[src/rtl/ema_pkg.sv]
// Shared definitions for the multichannel exponential-average ADC reader:
// conversion FSM state encoding and the channel-index width helper.
package ema_pkg;

    localparam int STATE_W = 2;

    localparam logic [STATE_W-1:0] S0 = 2'd0;
    localparam logic [STATE_W-1:0] S1 = 2'd1;
    localparam logic [STATE_W-1:0] S2 = 2'd2;

    // Channel index width; a single channel still gets one (constant-zero) bit.
    function automatic int cw_of(input int c);
        return (c <= 2) ? 1 : $clog2(c);
    endfunction

endpackage

[src/rtl/ema_step.sv]
// One exponential-average step, alpha = 2^-K:
// f = floor(a*(2^K-1)/2^K) + floor(s/2^K). The sum never exceeds 2^N-1.
module ema_step #(
    parameter int N = 8,
    parameter int K = 2
) (
    input  logic [N-1:0] a,
    input  logic [N-1:0] s,
    output logic [N-1:0] f
);

    logic [N+K-1:0] p;

    // a*(2^K-1) as a*2^K - a, kept at full N+K width so nothing is lost
    assign p = {a, {K{1'b0}}} - {{K{1'b0}}, a};
    assign f = p[N+K-1:K] + (s >> K);

endmodule

[src/rtl/ema_multicanale.sv]
// Round-robin soc/eoc ADC reader keeping one exponential moving average per channel.
// Optional EMA_SEED_EN: a channel's first sample after reset seeds its average directly.
module ema_multicanale
    import ema_pkg::*;
#(
    parameter int N = 8,
    parameter int K = 2,
    parameter int C = 4,
    localparam int CW = cw_of(C)
) (
    input  logic          clock,
    input  logic          reset_,
    output logic          soc,
    input  logic          eoc,
    input  logic [N-1:0]  x,
    output logic [CW-1:0] ch,
    output logic [N-1:0]  m,
    output logic [CW-1:0] mch,
    output logic          z
);

    logic [STATE_W-1:0]  state;
    logic [N-1:0]        xs;
    logic [C-1:0][N-1:0] avg;
    logic [N-1:0]        a_cur;
    logic [N-1:0]        f_out;
    logic [N-1:0]        upd;

    // Loop-based select keeps C=1 and non-power-of-two C free of out-of-range indexing
    always_comb begin
        a_cur = '0;
        for (int i = 0; i < C; i++)
            if (ch == CW'(i)) a_cur = avg[i];
    end

    ema_step #(.N(N), .K(K)) u_step (
        .a (a_cur),
        .s (xs),
        .f (f_out)
    );

`ifdef EMA_SEED_EN
    logic [C-1:0] seeded;
    logic         seed_cur;

    always_comb begin
        seed_cur = 1'b0;
        for (int i = 0; i < C; i++)
            if (ch == CW'(i)) seed_cur = seeded[i];
        upd = seed_cur ? f_out : xs;
    end

    always_ff @(posedge clock or negedge reset_) begin
        if (!reset_) begin
            seeded <= '0;
        end else if (state == S2) begin
            for (int i = 0; i < C; i++)
                if (ch == CW'(i)) seeded[i] <= 1'b1;
        end
    end
`else
    always_comb begin
        upd = f_out;
    end
`endif

    always_ff @(posedge clock or negedge reset_) begin
        if (!reset_) begin
            state <= S0;
            soc   <= 1'b0;
            z     <= 1'b0;
            m     <= '0;
            mch   <= '0;
            ch    <= '0;
            xs    <= '0;
            avg   <= '0;
        end else begin
            case (state)
                S0: begin
                    z   <= 1'b0;
                    soc <= 1'b1;
                    if (!eoc) state <= S1;
                end
                S1: begin
                    soc <= 1'b0;
                    // last sample taken is the one present when eoc returns high
                    xs  <= x;
                    if (eoc) state <= S2;
                end
                S2: begin
                    for (int i = 0; i < C; i++)
                        if (ch == CW'(i)) avg[i] <= upd;
                    m     <= upd;
                    mch   <= ch;
                    z     <= 1'b1;
                    ch    <= (ch == CW'(C - 1)) ? '0 : ch + 1'b1;
                    state <= S0;
                end
                default: begin
                    state <= S0;
                    soc   <= 1'b0;
                    z     <= 1'b0;
                end
            endcase
        end
    end

endmodule

[config.mk]
export PLATFORM = sky130hd
export DESIGN_NAME = ema_multicanale
export DESIGN_NICKNAME = d
export VERILOG_FILES = /design/src/rtl/ema_pkg.sv /design/src/rtl/ema_step.sv /design/src/rtl/ema_multicanale.sv
export SDC_FILE = /design/constraint.sdc
export NUM_CORES = 1
export LEC_CHECK = 0
export ABC_AREA = 1
export CORE_ASPECT_RATIO = 1.5
export CORE_MARGIN = 4
export CORE_UTILIZATION = 45
export DETAILED_ROUTE_END_ITERATION = 10
export GPL_TIMING_DRIVEN = 0
export SYNTH_ARGS = -nofsm -noshare
export SYNTH_HDL_FRONTEND = slang
export SYNTH_SLANG_ARGS = --single-unit
[constraint.sdc]
create_clock -name clock -period 4.06 [get_ports clock]
set_input_delay 0.406 -clock clock [delete_from_list [all_inputs] [get_ports clock]]
set_output_delay 0.406 -clock clock [all_outputs]
set_load 0.01 [all_outputs]
# Yosys cells after proc, flatten, opt, wreduce, memory -nomap -nowiden
# Index checks and enable logic that the tools add are counted.
dict set report totals {
  regBits 56
  output_inout_bits 14
  elab_cells 38
}
dict set report classes {
  addsub 3
  n_mux 10
  n_eq_ne 7
  n_reduce_logical 7
}
# operator n
set op_table {}
lappend op_table {{8-bit two-way mux} 4}
lappend op_table {{2-bit AND reduction} 5}
lappend op_table {{10-bit by 8-bit subtractor with 10-bit output} 1}
lappend op_table {{8-bit by 6-bit adder with 8-bit output} 1}
lappend op_table {{2-bit equality test (second input constant)} 3}
lappend op_table {{2-bit two-way mux} 3}
lappend op_table {{2-bit by 1-bit equality test with 1-bit output (second input constant)} 2}
lappend op_table {{2-bit zero test} 2}
lappend op_table {{2-bit != test (second input constant)} 2}
lappend op_table {{1-bit case mux with 2 select lines} 2}
lappend op_table {{2-bit case mux with 2 select lines} 1}
lappend op_table {{2-bit by 1-bit adder with 2-bit output (second input constant)} 1}

# Logic depth before layout (Yosys ltp)
dict set report depth {
  ltp_word 7
  ltp_mapped 26
}

# By module
# Synthesis repeated with hierarchy kept, for this count alone.
dict set report hier_totals {
  cells_unflattened 382
  hier_area_um2 3114.2
}
# module cells_each area_per_inst_um2 n_inst seq_area_each_um2
set by_module_without_submodules {}
lappend by_module_without_submodules {ema_multicanale 278 2437.3 1 1401.3}
lappend by_module_without_submodules {ema_step 104 676.9 1 0.0}

# Worst setup path after synthesis
# No wires, ideal clock.
dict set report synth_path {
  kind {register to register}
  start {reg ch[1]}
  end {reg avg[31] (netlist bit)}
  n_path_buf 1
  t_arrival_ns 3.400
  slack_ns 0.543
  setup_time_ns 0.118
  stages_incl_launch_ff 24
  period_less_slack_ns 3.517
  t_required_ns 3.942
  path_cell_list {dfrtp_1 inv_1 ha_1 buf_2 nand2_1 o21ai_0 nand2_1 nand2_1 o21a_1 inv_1 ha_1 a21oi_1 nand2_2 xor2_1 ha_1 a21o_1 a31oi_1 o21ai_0 a21oi_1 inv_1 nand3_1 nand2_1 nand3_1 nand2_1}
}
dict set report synth_between {
  elab_chain_len 7
}
# element line_no
set synth_rtl {}
lappend synth_rtl {{start, declared} ema_multicanale.sv:16} ;# output logic [CW-1:0] ch,
lappend synth_rtl {{start signal, assigned} ema_multicanale.sv:96} ;# ch <= (ch == CW'(C - 1)) ? '0 : ch + 1'b1;
lappend synth_rtl {{2-bit zero test} ema_multicanale.sv:33} ;# if (ch == CW'(i)) a_cur = avg[i];
lappend synth_rtl {{8-bit two-way mux (4 in series)} ema_multicanale.sv:33}
lappend synth_rtl {{10-bit by 8-bit subtractor with 10-bit output} ema_step.sv:15} ;# assign p = {a, {K{1'b0}}} - {{K{1'b0}}, a};
lappend synth_rtl {{8-bit by 6-bit adder with 8-bit output} ema_step.sv:16} ;# assign f = p[N+K-1:K] + (s >> K);
lappend synth_rtl {{end signal, assigned by index} ema_multicanale.sv:92} ;# if (ch == CW'(i)) avg[i] <= upd;
lappend synth_rtl {{end, declared} ema_multicanale.sv:24} ;# logic [C-1:0][N-1:0] avg;
# Several ways; a longest one is shown, not always the timed one.
# A chain may end at the register's enable or synchronous reset.

# Worst setup path in the final report
dict set report layout_path {
  start {reg ch[0]}
  end {reg m[7]}
}
dict set report layout_between {
  elab_chain_len 7
}
# element line_no
set layout_rtl {}
lappend layout_rtl {{2-bit zero test} ema_multicanale.sv:33}
lappend layout_rtl {{8-bit two-way mux (3 in series)} ema_multicanale.sv:33}
lappend layout_rtl {{8-bit two-way mux *} ema_multicanale.sv:33}
lappend layout_rtl {{10-bit by 8-bit subtractor with 10-bit output *} ema_step.sv:15}
lappend layout_rtl {{8-bit by 6-bit adder with 8-bit output *} ema_step.sv:16}
lappend layout_rtl {{end signal, assigned} ema_multicanale.sv:93} ;# m <= upd;
lappend layout_rtl {{end, declared} ema_multicanale.sv:17} ;# output logic [N-1:0] m,
# Every way passes the cells marked *; elsewhere a longest branch is shown, timed or not.

==> impl_metrics.toml <==
[critical_path]
worst_ep_arrival_time_ns = 3.94
crit_start = "ch[0]"
reg2reg_from = "ch[0]"
cp_max_fo = 9
reg2reg_depth = 25
cp_slowest_stage_delay_ns = 0.45
crit_buf_inv = 5
critPathCaptureType = "flop"
cp-start-kind = "flop"
critical-path-top-delay-family = "compound AO/OA/AOI/OAI gates"
cp_common_cell = "nand2_1"
worstReg2RegEnd = "m[7]"
slowest_stage = "dfrtp_2"
rrSetupSlack_ns = 0.32
crit_type = "flop to flop"
crit_required_ns = 4.26

[timing]
period_share_pct = 92.1
worstMarginPinSlew_ns = 0.549
slew_viol_final = 0
finalCriticalPeriod_ns = 3.74
max_freq_ghz = 0.267
tns_ns = 0
setup-violations-final = 0
rsz0062_at_grt = "no"
hold_viol = 0
slew_headroom_pct = 63.3
whs_ns = 0.0387
fin_worst_skew_ns = 0.00702

[global_route]
grt_util_all_layers_pct = 17.7
grt_pass1_vias = 2304
grt_max_degree = 37
grt_antenna_before_repair = 0
gr-usage-met3_pct = 2.48
grt.overflow.total = 0
grt_util_met1_pct = 20.6
busiest_layer = "met2"
grt_use_met2_pct = 31.8
grt_pass1_wl_um = 10700

[synth]
yosysWarnings = 0
synthMuxAreaShare_pct = 2.35
syn-num-nets = 375
synth_xor_area_share_pct = 2.75
synth_fa_ha_area_share_pct = 7.67
seq_area_frac_synth_pct = 47.1
synth_top_family_by_area = "simple AND/OR/NAND/NOR gates"
synth_commonest_cells = "nand2_1 (113), dfrtp_1 (54), o21ai_0 (38)"
synth_compound_area_share_pct = 12.1
netlist_area_sq_mm = 0.00287
synth-simple-area-share_pct = 21.6
synth_edf_count = 0
avgSynthCellArea_sq_um = 8.28
synthCells = 347
synth_area_leaders = "dfrtp_1 (47%), nand2_1 (15%), ha_1 (7.0%)"
synth_top_area_share_pct = 47.1
async_reset_ff_share_pct = 100
ys.flop_type = "dfrtp_1"
synth_top_area_cell = "dfrtp_1"
synth_most_common_cell = "nand2_1"
ys_ff_latch = 54
synth_cell_type_count = 30

[clock_tree]
numCtsBuffers = 5
cts.path.max_buffers = 2
cts_root_buffer = "clkbuf_8"
cts_tree = "yes"
htreeDepth = 2
clock-sinks = 54
clkTransAtPathRegs_ns = 0.10
clk_latency_ns = 0.30

[floorplan]
die_h_um = 106
die_w_um = 73.2
rows = 35
initial_core_util_pct = 46.5
floorplan.core_area_sq_mm = 0.00617
die_area_sq_mm = 0.00775
ios = 25

[place]
place_hpwl_um = 4720
io_buffers = 22
finalWeightedCongestion = 0.789
dpl_cell_area_sq_mm = 0.00320

[layout]
n_antenna_cell = 0
fin_nets = 406
finish.instance_area_sq_mm = 0.00337
filler_cell_count = 611
layout-drive-gt1-share_pct = 11.6
multi_input_area_sq_mm = 0.00140
ff_latch_area_sq_mm = 0.00135
syn_to_final_growth_pct = 17.2

[detailed_routing]
drtAntennaViolNets = 0
drt_pass1_iterations = 4
drt_iter0_markers = 90
drc_errors = 0
viasPerCell = 5.11
wl_per_cell_um = 13.8
routed-via-count = 2316
wl_um = 6270

[run]
maxCapViolCount = 0

[status]
status = "completed"

[worst_hold_path]
hp-class = "primary input to async pin"
## cell type report
type / count / area share [%]
clock inverters: 2 / 0.409
multi-input cells: 247 / 41.7
repair buffers: 24 / 7.21
inverters: 38 / 4.31
clock buffers: 6 / 2.16
well taps: 74 / 2.75
plain buffers: 8 / 1.30
flip-flops and latches: 54 / 40.2
## logic make-up after synthesis
group | count (synthesis)
buf+inv | 46
flops | 54
compound gates | 64
fa+ha+maj | 17
xor+xnor | 9
simple gates | 151
mux | 6
## flip-flops by register name, summed over array words and instances (netlist names)
name / cells
state: 2
m: 8
mch: 2
z: 1
ch: 2
soc: 1
xs: 6
avg: 32
## cells in the final DEF, fill, tap and decap left out, types with 3 or more instances in the layout
master and count:
a21oi_1 13, buf_2 3, buf_4 4, clkbuf_1 4, clkbuf_8 5, clkdlybuf4s50_1 21
dfrtp_1 53, ha_1 13, inv_1 34, inv_2 3, mux2_2 6, nand2_1 112
nand2_2 4, nand3_1 20, nor2_1 9, o21a_1 4, o21ai_0 35, xor2_1 7
## per-stage QoR
step           std cells  util (%)  setup slack [ns]
3_3_place_gp         443      51.6            -0.171
4_1_cts              452      53.5            0.0225
5_1_grt              453      54.5          0.000631
3_5_place_dp         444      51.8            -0.210
2_1_floorplan        347         -             0.543
6_report             453      54.5             0.320
## routing by layer
| layer | vias to the layer above | part of all wire [%] |
|---|---|---|
| li1 | 1179 | - |
| met1 | 1097 | 43 |
| met2 | 32 | 53 |
| met3 | 8 | 2.3 |
| met4 | 0 | 1.9 |
| met5 | - | 0 |
## what timing repair did
item,4_1_cts,5_1_grt
hold buffers,0,0
pin swaps,0,1
setup endpoints to repair,15,25
hold endpoints to repair,0,0
gates resized for setup,5,14
buffers inserted,0,1
## worst max path at each step
stage / slack (ns) / depth (start not counted) / end
CTS: 0.02 / 23 / m[7]
global route: 0.0006 / 24 / m[7]
global placement: -0.17 / 20 / avg[5]
detailed placement: -0.21 / 20 / avg[29]
finish: 0.32 / 25 / m[7]
floorplan: 0.54 / 23 / avg[31]
Power is left out: the tool's default activity adds up to more than one toggle a clock period on the data nets, which glitch-free logic cannot reach.
